==> config.mk <==
export PLATFORM = sky130hd
export DESIGN_NAME = lc3_mem_ctrl
export DESIGN_NICKNAME = d
export VERILOG_FILES = /design/src/rtl/lc3_mem_pkg.sv /design/src/rtl/mem_wait_ctr.sv /design/src/rtl/lc3_mem_ctrl.sv
export SDC_FILE = /design/constraint.sdc
export NUM_CORES = 1
export LEC_CHECK = 0
export ABC_AREA = 1
export CORE_ASPECT_RATIO = 0.6
export CORE_UTILIZATION = 45
export DETAILED_ROUTE_END_ITERATION = 8
export HOLD_SLACK_MARGIN = 0.1
export MAX_ROUTING_LAYER = met4
export PLACE_DENSITY = 0.86
export SLEW_MARGIN = 20
export SYNTH_ARGS = -nofsm -noshare
export SYNTH_HDL_FRONTEND = slang
export SYNTH_HIERARCHICAL = 1
export SYNTH_SLANG_ARGS = --single-unit
==> constraint.sdc <==
create_clock -name Clk -period 2.6 [get_ports Clk]
set_input_delay 0.39 -clock Clk [delete_from_list [all_inputs] [get_ports Clk]]
set_output_delay 0.39 -clock Clk [all_outputs]
set_load 0.1 [all_outputs]
==> src/rtl/lc3_mem_pkg.sv <==
// lc3_mem_pkg: shared types and constants for the LC-3 memory sequencer
package lc3_mem_pkg;
  typedef enum logic [2:0] {IDLE, RD_ACT, WR_SETUP, WR_PULSE, WR_HOLD, IO_ACC, DONE, RELEASE} mem_state_t;
  localparam logic [15:0] IO_ADDR_DEFAULT = 16'hFFFF;
  localparam int CTR_W = 4;
endpackage

==> src/rtl/mem_wait_ctr.sv <==
// mem_wait_ctr: loadable wait-state down-counter, tc high while the count is zero
module mem_wait_ctr
  import lc3_mem_pkg::*;
(
  input  logic             Clk,
  input  logic             Reset,
  input  logic             load,
  input  logic [CTR_W-1:0] load_val,
  output logic             tc
);
  logic [CTR_W-1:0] cnt;
  assign tc = cnt == '0;
  always_ff @(posedge Clk)
    cnt <= Reset ? '0 : load ? load_val : tc ? cnt : cnt - 1'b1;
endmodule

==> src/rtl/lc3_mem_ctrl.sv <==
// lc3_mem_ctrl: turns ISDU Mem_OE/Mem_WE requests into timed async-SRAM cycles plus switch/hex I/O
module lc3_mem_ctrl
  import lc3_mem_pkg::*;
#(
  parameter int          READ_WAIT  = 2,
  parameter int          WRITE_WAIT = 2,
  parameter logic [15:0] IO_ADDR    = IO_ADDR_DEFAULT
) (
  input  logic        Clk,
  input  logic        Reset,
  input  logic        Mem_OE,
  input  logic        Mem_WE,
  input  logic [15:0] ADDR,
  input  logic [15:0] Data_from_CPU,
  output logic [15:0] Data_to_CPU,
  output logic        Mem_Ready,
  output logic [19:0] SRAM_ADDR,
  output logic        SRAM_CE_N,
  output logic        SRAM_OE_N,
  output logic        SRAM_WE_N,
  output logic        SRAM_UB_N,
  output logic        SRAM_LB_N,
  input  logic [15:0] SRAM_DQ_in,
  output logic [15:0] SRAM_DQ_out,
  output logic        SRAM_DQ_oe,
  input  logic [15:0] Switches,
  output logic [15:0] HEX_Data
);
  localparam logic [CTR_W-1:0] RD_CNT = CTR_W'(READ_WAIT - 1);
  localparam logic [CTR_W-1:0] WR_CNT = CTR_W'(WRITE_WAIT - 1);
  mem_state_t state, state_n;
  logic wr, tc, ctr_load, is_io, req;
  logic [CTR_W-1:0] ctr_val;
  assign is_io = ADDR == IO_ADDR;
  assign req = !Mem_WE || !Mem_OE;
  assign ctr_load = state == IDLE || state == WR_SETUP;
  assign ctr_val = state == IDLE ? RD_CNT : WR_CNT;
  mem_wait_ctr u_ctr (.Clk(Clk), .Reset(Reset), .load(ctr_load), .load_val(ctr_val), .tc(tc));
  // strobes decode from the registered state only, so requests never glitch the SRAM pins
  assign SRAM_CE_N = !(state inside {RD_ACT, WR_SETUP, WR_PULSE, WR_HOLD});
  assign SRAM_OE_N = state != RD_ACT;
  assign SRAM_WE_N = state != WR_PULSE;
  assign SRAM_DQ_oe = state inside {WR_SETUP, WR_PULSE, WR_HOLD};
  assign Mem_Ready = state == DONE;
  assign SRAM_UB_N = 1'b0;
  assign SRAM_LB_N = 1'b0;
  always_comb begin
    state_n = state;
    case (state)
      IDLE:     state_n = !Mem_WE ? (is_io ? IO_ACC : WR_SETUP) : !Mem_OE ? (is_io ? IO_ACC : RD_ACT) : IDLE;
      RD_ACT:   state_n = tc ? DONE : RD_ACT;
      WR_SETUP: state_n = WR_PULSE;
      WR_PULSE: state_n = tc ? WR_HOLD : WR_PULSE;
      WR_HOLD:  state_n = DONE;
      IO_ACC:   state_n = DONE;
      DONE:     state_n = RELEASE;
      RELEASE:  state_n = Mem_OE && Mem_WE ? IDLE : RELEASE;
      default:  state_n = IDLE;
    endcase
  end
  always_ff @(posedge Clk) begin
    if (Reset) begin
      state <= IDLE;
      wr <= 1'b0;
      SRAM_ADDR <= '0;
      SRAM_DQ_out <= '0;
      Data_to_CPU <= '0;
      HEX_Data <= '0;
    end else begin
      state <= state_n;
      if (state == IDLE && req) begin
        SRAM_ADDR <= {4'h0, ADDR};
        SRAM_DQ_out <= Data_from_CPU;
        wr <= !Mem_WE;
      end
      if (state == RD_ACT && tc) Data_to_CPU <= SRAM_DQ_in;
      if (state == IO_ACC && wr) HEX_Data <= Data_from_CPU;
      if (state == IO_ACC && !wr) Data_to_CPU <= Switches;
    end
  end
endmodule

==> results.yml, run 1 <==
layout:
  final-instance-count-excl-fill: 685
  n_antenna_cell: 0
  postLayoutCellArea_mm2: 0.004743
  fillers: 531
  nNetsFinal: 662
  layout-area-overhead-vs-synth_pct: 48.49
  area.sequential_mm2: 0.001441
  fraction_of_final_layout_cells_with_drive_strength_greater_than_1_pct: 18.06
  area_of_combinational_cells_with_multiple_inputs_mm2: 0.001386
die:
  die_w_um: 110.8
  top_level_ports: 143
  number_of_rows_in_the_core_area: 23
  floorplan.core_area_mm2: 0.006763
  initial_utilization_pct: 47.23
  die_area_mm2: 0.007450
  die_h_um: 67.26
clock_network:
  cts-buffers-inserted: 9
  cts_tree: "built"
  cts-htree-levels: 3
  cts.sink_count: 72
  ctsHoldBuffers: 0
  clk_path_buf_depth: 2
  postCtsSetupBuffers: 0
  cts_root_buffer: "sky130_fd_sc_hd__clkbuf_16"
  path_clk_slew_ps: 60
  clk_latency_ps: 330
  post_cts_resize_count: 0
synthesis:
  yosysTopAreaCellShare_pct: 45.12
  post_synth_main_area_contributors: "sky130_fd_sc_hd__dfxtp_1 45%, sky130_fd_sc_hd__nor2_1 9.9%, sky130_fd_sc_hd__nand2_1 9.4%"
  synth_enable_flop_cells: 0
  synth_top_area_cell: "sky130_fd_sc_hd__dfxtp_1"
  synth_ff_type: "sky130_fd_sc_hd__dfxtp_1"
  synthesis.area_mm2: 0.003194
  synth_area_per_cell_um2: 6.944
  ys.warnings.count: 6
  synthTopCellsByCount: "84 x sky130_fd_sc_hd__nor2_1, 80 x sky130_fd_sc_hd__nand2_1, 72 x sky130_fd_sc_hd__dfxtp_1, 60 x sky130_fd_sc_hd__inv_1, 54 x sky130_fd_sc_hd__o21ai_0"
  ys_seq_elements: 72
  yosysMostFrequentCell: "sky130_fd_sc_hd__nor2_1"
  postSynth.asyncResetShare_pct: 0
  share_of_the_yosys_chip_area_belonging_to_registers_pct: 45.12
  synthesis.instances: 460
  post_synth_num_cell_types: 27
pwr:
  power.switching_uw: 3837
  ir_worst_vdd_mv: 1.054
  seqPwrFrac_pct: 23.6
  power_leakage_uw: 0.002229
  p_clk_share_pct: 19.4
  comb_power_share_pct: 57.0
  power-per-cell-area_mw_per_mm2: 1462
  sw_frac_of_total_pct: 55.32
  internal-power_uw: 3099
  report.power.total_uw: 6936
worst_setup_path:
  cp.buffers_inverters: 2
  cp_top_family: "flip-flops"
  sort_of_element_at_the_start_of_the_critical_path: "flip-flop"
  worst_setup_path_end_kind: "output pin"
  worstPathMaxFanout: 5
  required_ps: 2210
  critical_path_s_largest_stage_delay_ps: 470
  cp_num_cells: 5
  crit_path_top_delay_cell: "sky130_fd_sc_hd__dfxtp_1"
  reg2regPathDepth: 9
  critical_path.reg2reg.endpoint: "state[1]"
  worstReg2RegStart: "u_ctr/cnt[0]"
  timing.critical_path.cells: "inv_2, nand2_1, o21ai_2, nor2_2, buf_4"
  timing_worst_setup_path_type: "flip-flop to output pin"
  worstPathArrival_ps: 1590
  reg2reg_setup_slack_ps: 750
place:
  postPlaceCellArea_mm2: 0.004413
  place_congestion: 0.9262
  port-buffer-count: 136
  place.detailed.instances: 669
  detailedPlacementHpwl_mm: 6.698
detailed_routing:
  detail_route.drc_violations: 0
  route.vias.total: 3335
  antenna_left: 0
  finalWirelength_mm: 9.206
  drt_iter0_markers: 349
  firstDrtPassIters: 6
  route.detailed.wl_per_inst_um: 13.44
  vias_per_cell: 4.869
timing:
  finClkSkew_ps: 7.950
  finalHoldWorstSlack_ps: 444.3
  timing.fmax_ghz: 0.5060
  timing.final.hold_violations: 0
  finalSetupTns_ps: 0
  final.period_utilization_pct: 76.01
  final-max-slew-violation-count: 0
  rsz0062_at_grt: "false"
  period_needed_ps: 1976
  setup_viol_count_final: 0
  worst_slew_pin_slew_ps: 601.3
  maxSlewHeadroom_pct: 59.78
global_routing:
  grt_antenna_before_repair: 0
  global_route.usage.total_pct: 25.92
  grt_overflow: 0
  grt_max_degree: 50
  vias_in_the_first_global_route: 3072
  first_pass_grt_wire_length_mm: 14.77
hold_path:
  min_to: "HEX_Data[2]"
  worst_hold_path.num_cells: 2
  min-delay-start: "HEX_Data[2]"
  holdCritPathClass: "flip-flop to flip-flop"
job:
  max_cap_violations: 0
outcome:
  status: "finished clean"
how the worst max path moves through the flow:
| stage | from | endpoint | slack, ps |
|---|---|---|---|
| 4_1_cts | state[1] | SRAM_CE_N | 630 |
| 6_report | state[1] | SRAM_CE_N | 620 |
| 2_1_floorplan | state[1] | SRAM_CE_N | 290 |
| 3_3_place_gp | Mem_WE | state[2] | 900 |
| 5_1_grt | state[1] | SRAM_CE_N | 540 |
| 3_5_place_dp | Mem_WE | state[2] | 760 |
cell type report:
| cell class | count | share of cell area (%) |
|---|---|---|
| Inverter | 66 | 5.276 |
| Multi-Input combinational cell | 303 | 29.23 |
| Sequential cell | 72 | 30.39 |
| Timing Repair Buffer | 141 | 25.85 |
| Clock inverter | 6 | 1.926 |
| Clock buffer | 10 | 5.038 |
| Tap cell | 87 | 2.295 |
cell usage in the layout, fill, tap and decap left out, types with 2 or more instances in the layout:
| master | n |
|---|---|
| sky130_fd_sc_hd__nor2_1 | 83 |
| sky130_fd_sc_hd__nand2_1 | 80 |
| sky130_fd_sc_hd__buf_4 | 74 |
| sky130_fd_sc_hd__dfxtp_1 | 72 |
| sky130_fd_sc_hd__clkdlybuf4s50_1 | 67 |
| sky130_fd_sc_hd__inv_1 | 60 |
| sky130_fd_sc_hd__o21ai_0 | 53 |
| sky130_fd_sc_hd__a21oi_1 | 39 |
| sky130_fd_sc_hd__nand3_1 | 19 |
| sky130_fd_sc_hd__conb_1 | 10 |
| sky130_fd_sc_hd__clkbuf_16 | 9 |
| sky130_fd_sc_hd__inv_2 | 5 |
| sky130_fd_sc_hd__nand3_2 | 3 |
| sky130_fd_sc_hd__nor2_2 | 2 |
| sky130_fd_sc_hd__nor3_1 | 2 |
| sky130_fd_sc_hd__bufinv_16 | 2 |
| sky130_fd_sc_hd__clkinv_4 | 2 |
| sky130_fd_sc_hd__nand4_1 | 2 |
worst reg2reg max path, stage by stage (launching register included):
cell,delay (ps)
sky130_fd_sc_hd__dfxtp_1,320
sky130_fd_sc_hd__inv_1,100
sky130_fd_sc_hd__ha_1,260
sky130_fd_sc_hd__nand2_1,100
sky130_fd_sc_hd__nor2_1,270
sky130_fd_sc_hd__inv_1,120
sky130_fd_sc_hd__nand2_1,120
sky130_fd_sc_hd__nand3b_1,90
sky130_fd_sc_hd__o21ai_0,270
sky130_fd_sc_hd__nor2_1,80
power groups by stage:
stage | sequential [uW] | combinational (uW) | clock [uW]
2_1_floorplan | 3470 | 1280 | 0
3_3_place_gp | 1630 | 3870 | 0
3_5_place_dp | 1650 | 3930 | 0
4_1_cts | 1630 | 3950 | 1370
5_1_grt | 1670 | 4140 | 1410
6_report | 1640 | 3950 | 1340
through the flow:
| step | utilization (%) | setup slack, ps |
|---|---|---|
| after floorplan | - | 293.7 |
| after global routing | 70.14 | 539.9 |
| after global placement | 65.25 | 898.1 |
| final | 70.14 | 623.9 |
| after detailed placement | 65.25 | 764.2 |
| after CTS | 70.14 | 628.3 |
cells by family after synthesis:
group	after synthesis	synth area share, %
other cells	2	0.2351
fa+ha+maj	1	0.3916
compound gates	94	15.08
flops	72	45.12
buf+inv	93	12.61
simple gates	198	26.56
sequential cells by signal, summed over array words and instances (netlist names):
| register | cells |
|---|---|
| Data_to_CPU | 16 |
| HEX_Data | 16 |
| SRAM_ADDR | 16 |
| SRAM_DQ_out | 16 |
| state | 3 |
| u_ctr/cnt | 4 |
| wr | 1 |
routing by layer:
layer / wire length [um] / vias up / global-route usage (%)
met2: 4181 / 145 / 39.75
li1: - / 1682 / -
met1: 4157 / 1488 / 33.35
met4: 182 / 0 / 7.500
met5: 0 / - / -
met3: 683 / 20 / 7.720
No activity file was read; power rests on OpenSTA's default activity.
==> inputs of run 2 (changes only) <==
Settings changed: CORE_UTILIZATION 45 to 38, PLACE_DENSITY 0.86 to 0.77.
Clock period 2.6 ns to 1.8 ns, I/O delays scaled along.
==> run 2 against run 1 <==
Net effect: first-iteration DRC count fell by 31%; wire length fell by 1.3%; global-route usage fell by 3.7 points; register-to-register slack got worse by 630 ps; total power rose by 46%; non-clock buffer count rose by 4; setup slack got worse by 510 ps; clock power rose by 30%; hold slack got worse by 2.6 ps.
==> results.yml, run 2 (synthesis results as in run 1) <==
timing:
  final_critical_path_setup_slack_ps: 115.6
  finClkSkew_ps: 7.142
  timing.final.hold_violations: 0
  final.period_utilization_pct: 93.58
  finalSetupTns_ps: 0
  setup_viol_count_final: 0
  finalHoldWorstSlack_ps: 441.6
  rsz0062_at_grt: "false"
  final-max-slew-violation-count: 0
  period_needed_ps: 1684
  timing.fmax_ghz: 0.5937
layout:
  layout-area-overhead-vs-synth_pct: 52.68
  finalCoreUtilization_pct: 60.91
  mostFrequentLayoutCells: "81 x sky130_fd_sc_hd__nor2_1, 79 x sky130_fd_sc_hd__nand2_1, 72 x sky130_fd_sc_hd__dfxtp_1, 72 x sky130_fd_sc_hd__buf_4, 67 x sky130_fd_sc_hd__clkdlybuf4s50_1"
  final_common_cell: "sky130_fd_sc_hd__nor2_1"
  nNetsFinal: 666
  n_antenna_cell: 0
  fraction_of_final_layout_cells_with_drive_strength_greater_than_1_pct: 19.10
job:
  max_cap_violations: 0
place:
  place_worst_setup_slack_ps: 32.69
  port-buffer-count: 136
  detailedPlacementHpwl_mm: 6.827
  place_congestion: 0.8480
clock_network:
  cts_tree: "built"
  cts-htree-levels: 3
  cts.sink_count: 72
  cts_root_buffer: "sky130_fd_sc_hd__clkbuf_16"
  clk_latency_ps: 330
  clk_path_buf_depth: 2
  postCtsSetupBuffers: 0
  path_clk_slew_ps: 60
  cts-buffers-inserted: 9
worst_setup_path:
  required_ps: 1530
  worstPathArrival_ps: 1410
  worstPathMaxFanout: 7
  sort_of_element_at_the_start_of_the_critical_path: "flip-flop"
  cp.buffers_inverters: 2
  critical_path_s_largest_stage_delay_ps: 500
  timing_worst_setup_path_type: "flip-flop to output pin"
  worst_setup_path_end_kind: "output pin"
  reg2regPathDepth: 9
  crit_path_top_delay_cell: "sky130_fd_sc_hd__dfxtp_1"
  cp_top_family: "flip-flops"
  cp_num_cells: 4
  timing.critical_path.cells: "buf_4, o21ai_4, nor2_4, buf_12"
pwr:
  power-per-cell-area_mw_per_mm2: 2069
  ir_worst_vdd_mv: 1.651
  power_leakage_uw: 0.002257
die:
  floorplan.core_area_mm2: 0.008008
  top_level_ports: 143
  number_of_rows_in_the_core_area: 25
  die_area_mm2: 0.008789
  initial_utilization_pct: 39.89
  die_h_um: 73.02
  die_w_um: 120.4
detailed_routing:
  vias_per_cell: 4.630
  detail_route.drc_violations: 0
  route.detailed.wl_per_inst_um: 12.79
  drt_iter0_markers: 242
  finalWirelength_mm: 9.082
  route.vias.total: 3287
  firstDrtPassIters: 5
  antenna_left: 0
global_routing:
  global_route.usage.total_pct: 22.24
  grt_max_degree: 36
  grt_antenna_before_repair: 0
  first_pass_grt_wire_length_mm: 14.89
  vias_in_the_first_global_route: 3020
  grt_overflow: 0
outcome:
  status: "finished clean"
hold_path:
  holdCritPathClass: "flip-flop to flip-flop"
  worst_hold_path.num_cells: 2
-- run 2: cell count changes in the layout (fill, tap and decap cells not counted), sizes merged --
cell | before | now
clkinv | 3 | 2
clkbuf | 10 | 9
clkinvlp | 0 | 3
bufinv | 2 | 1
buf | 74 | 78
-- run 2: worst register-to-register path, delay by kind of cell (launching register included) --
| family | cells | cell delay [ps] |
|---|---|---|
| buf+inv | 2 | 200 |
| compound gates | 1 | 140 |
| simple gates | 5 | 630 |
| fa+ha+maj | 1 | 260 |
| flops | 1 | 320 |
-- run 2: final cells by class --
class / instances / area, um2
inverters: 66 / 250.2
repair buffers: 145 / 1331
clock buffers: 9 / 225.2
fillers: 713 / 3131
multi-input cells: 303 / 1423
flip-flops and latches: 72 / 1441
well taps: 108 / 135.1
clock inverters: 7 / 71.32
-- run 2: timing repair --
action / CTS / global route
hold buffers: 0 / 0
endpoints found under the setup margin: 0 / 18
resized for setup: 0 / 3
endpoints found under the hold margin: 0 / 0
-- run 2: stage by stage --
| stage | total power, uW | instances | instance area, um2 |
|---|---|---|---|
| 3_3_place_gp | 8247 | 694 | 4567 |
| 3_5_place_dp | 8328 | 694 | 4567 |
| 6_report | 10090 | 710 | 4877 |
| 4_1_cts | 10120 | 710 | 4863 |
| 5_1_grt | 10570 | 710 | 4877 |
| 2_1_floorplan | 6915 | 468 | 3253 |
-- run 2: final timing paths --
check                             startpoint               to  slack [ps]
worst max-delay path                state[0]        SRAM_CE_N         120
worst min-delay path             HEX_Data[8]      HEX_Data[8]         440
worst max register to register  u_ctr/cnt[0]  Data_to_CPU[14]         120
worst min register to register   HEX_Data[8]      HEX_Data[8]         440
-- run 2: layer usage --
layer	global-route usage, %	vias up	routed length [um]	part of all wire [%]
li1	-	1692	-	-
met1	29.60	1475	4343	48
met2	32.95	110	4117	45
met3	6.016	10	514	5.7
met4	6.722	0	106	1.2
met5	-	-	0	0
-- run 2: report_power, final --
group	total, uW	switching (uW)	leakage [uW]	internal (uW)
combinational	5990	4610	0.00153	1380
sequential	2360	302	0.000590	2050
clock	1740	673	0.000138	1070
total	10100	5590	0.00226	4510
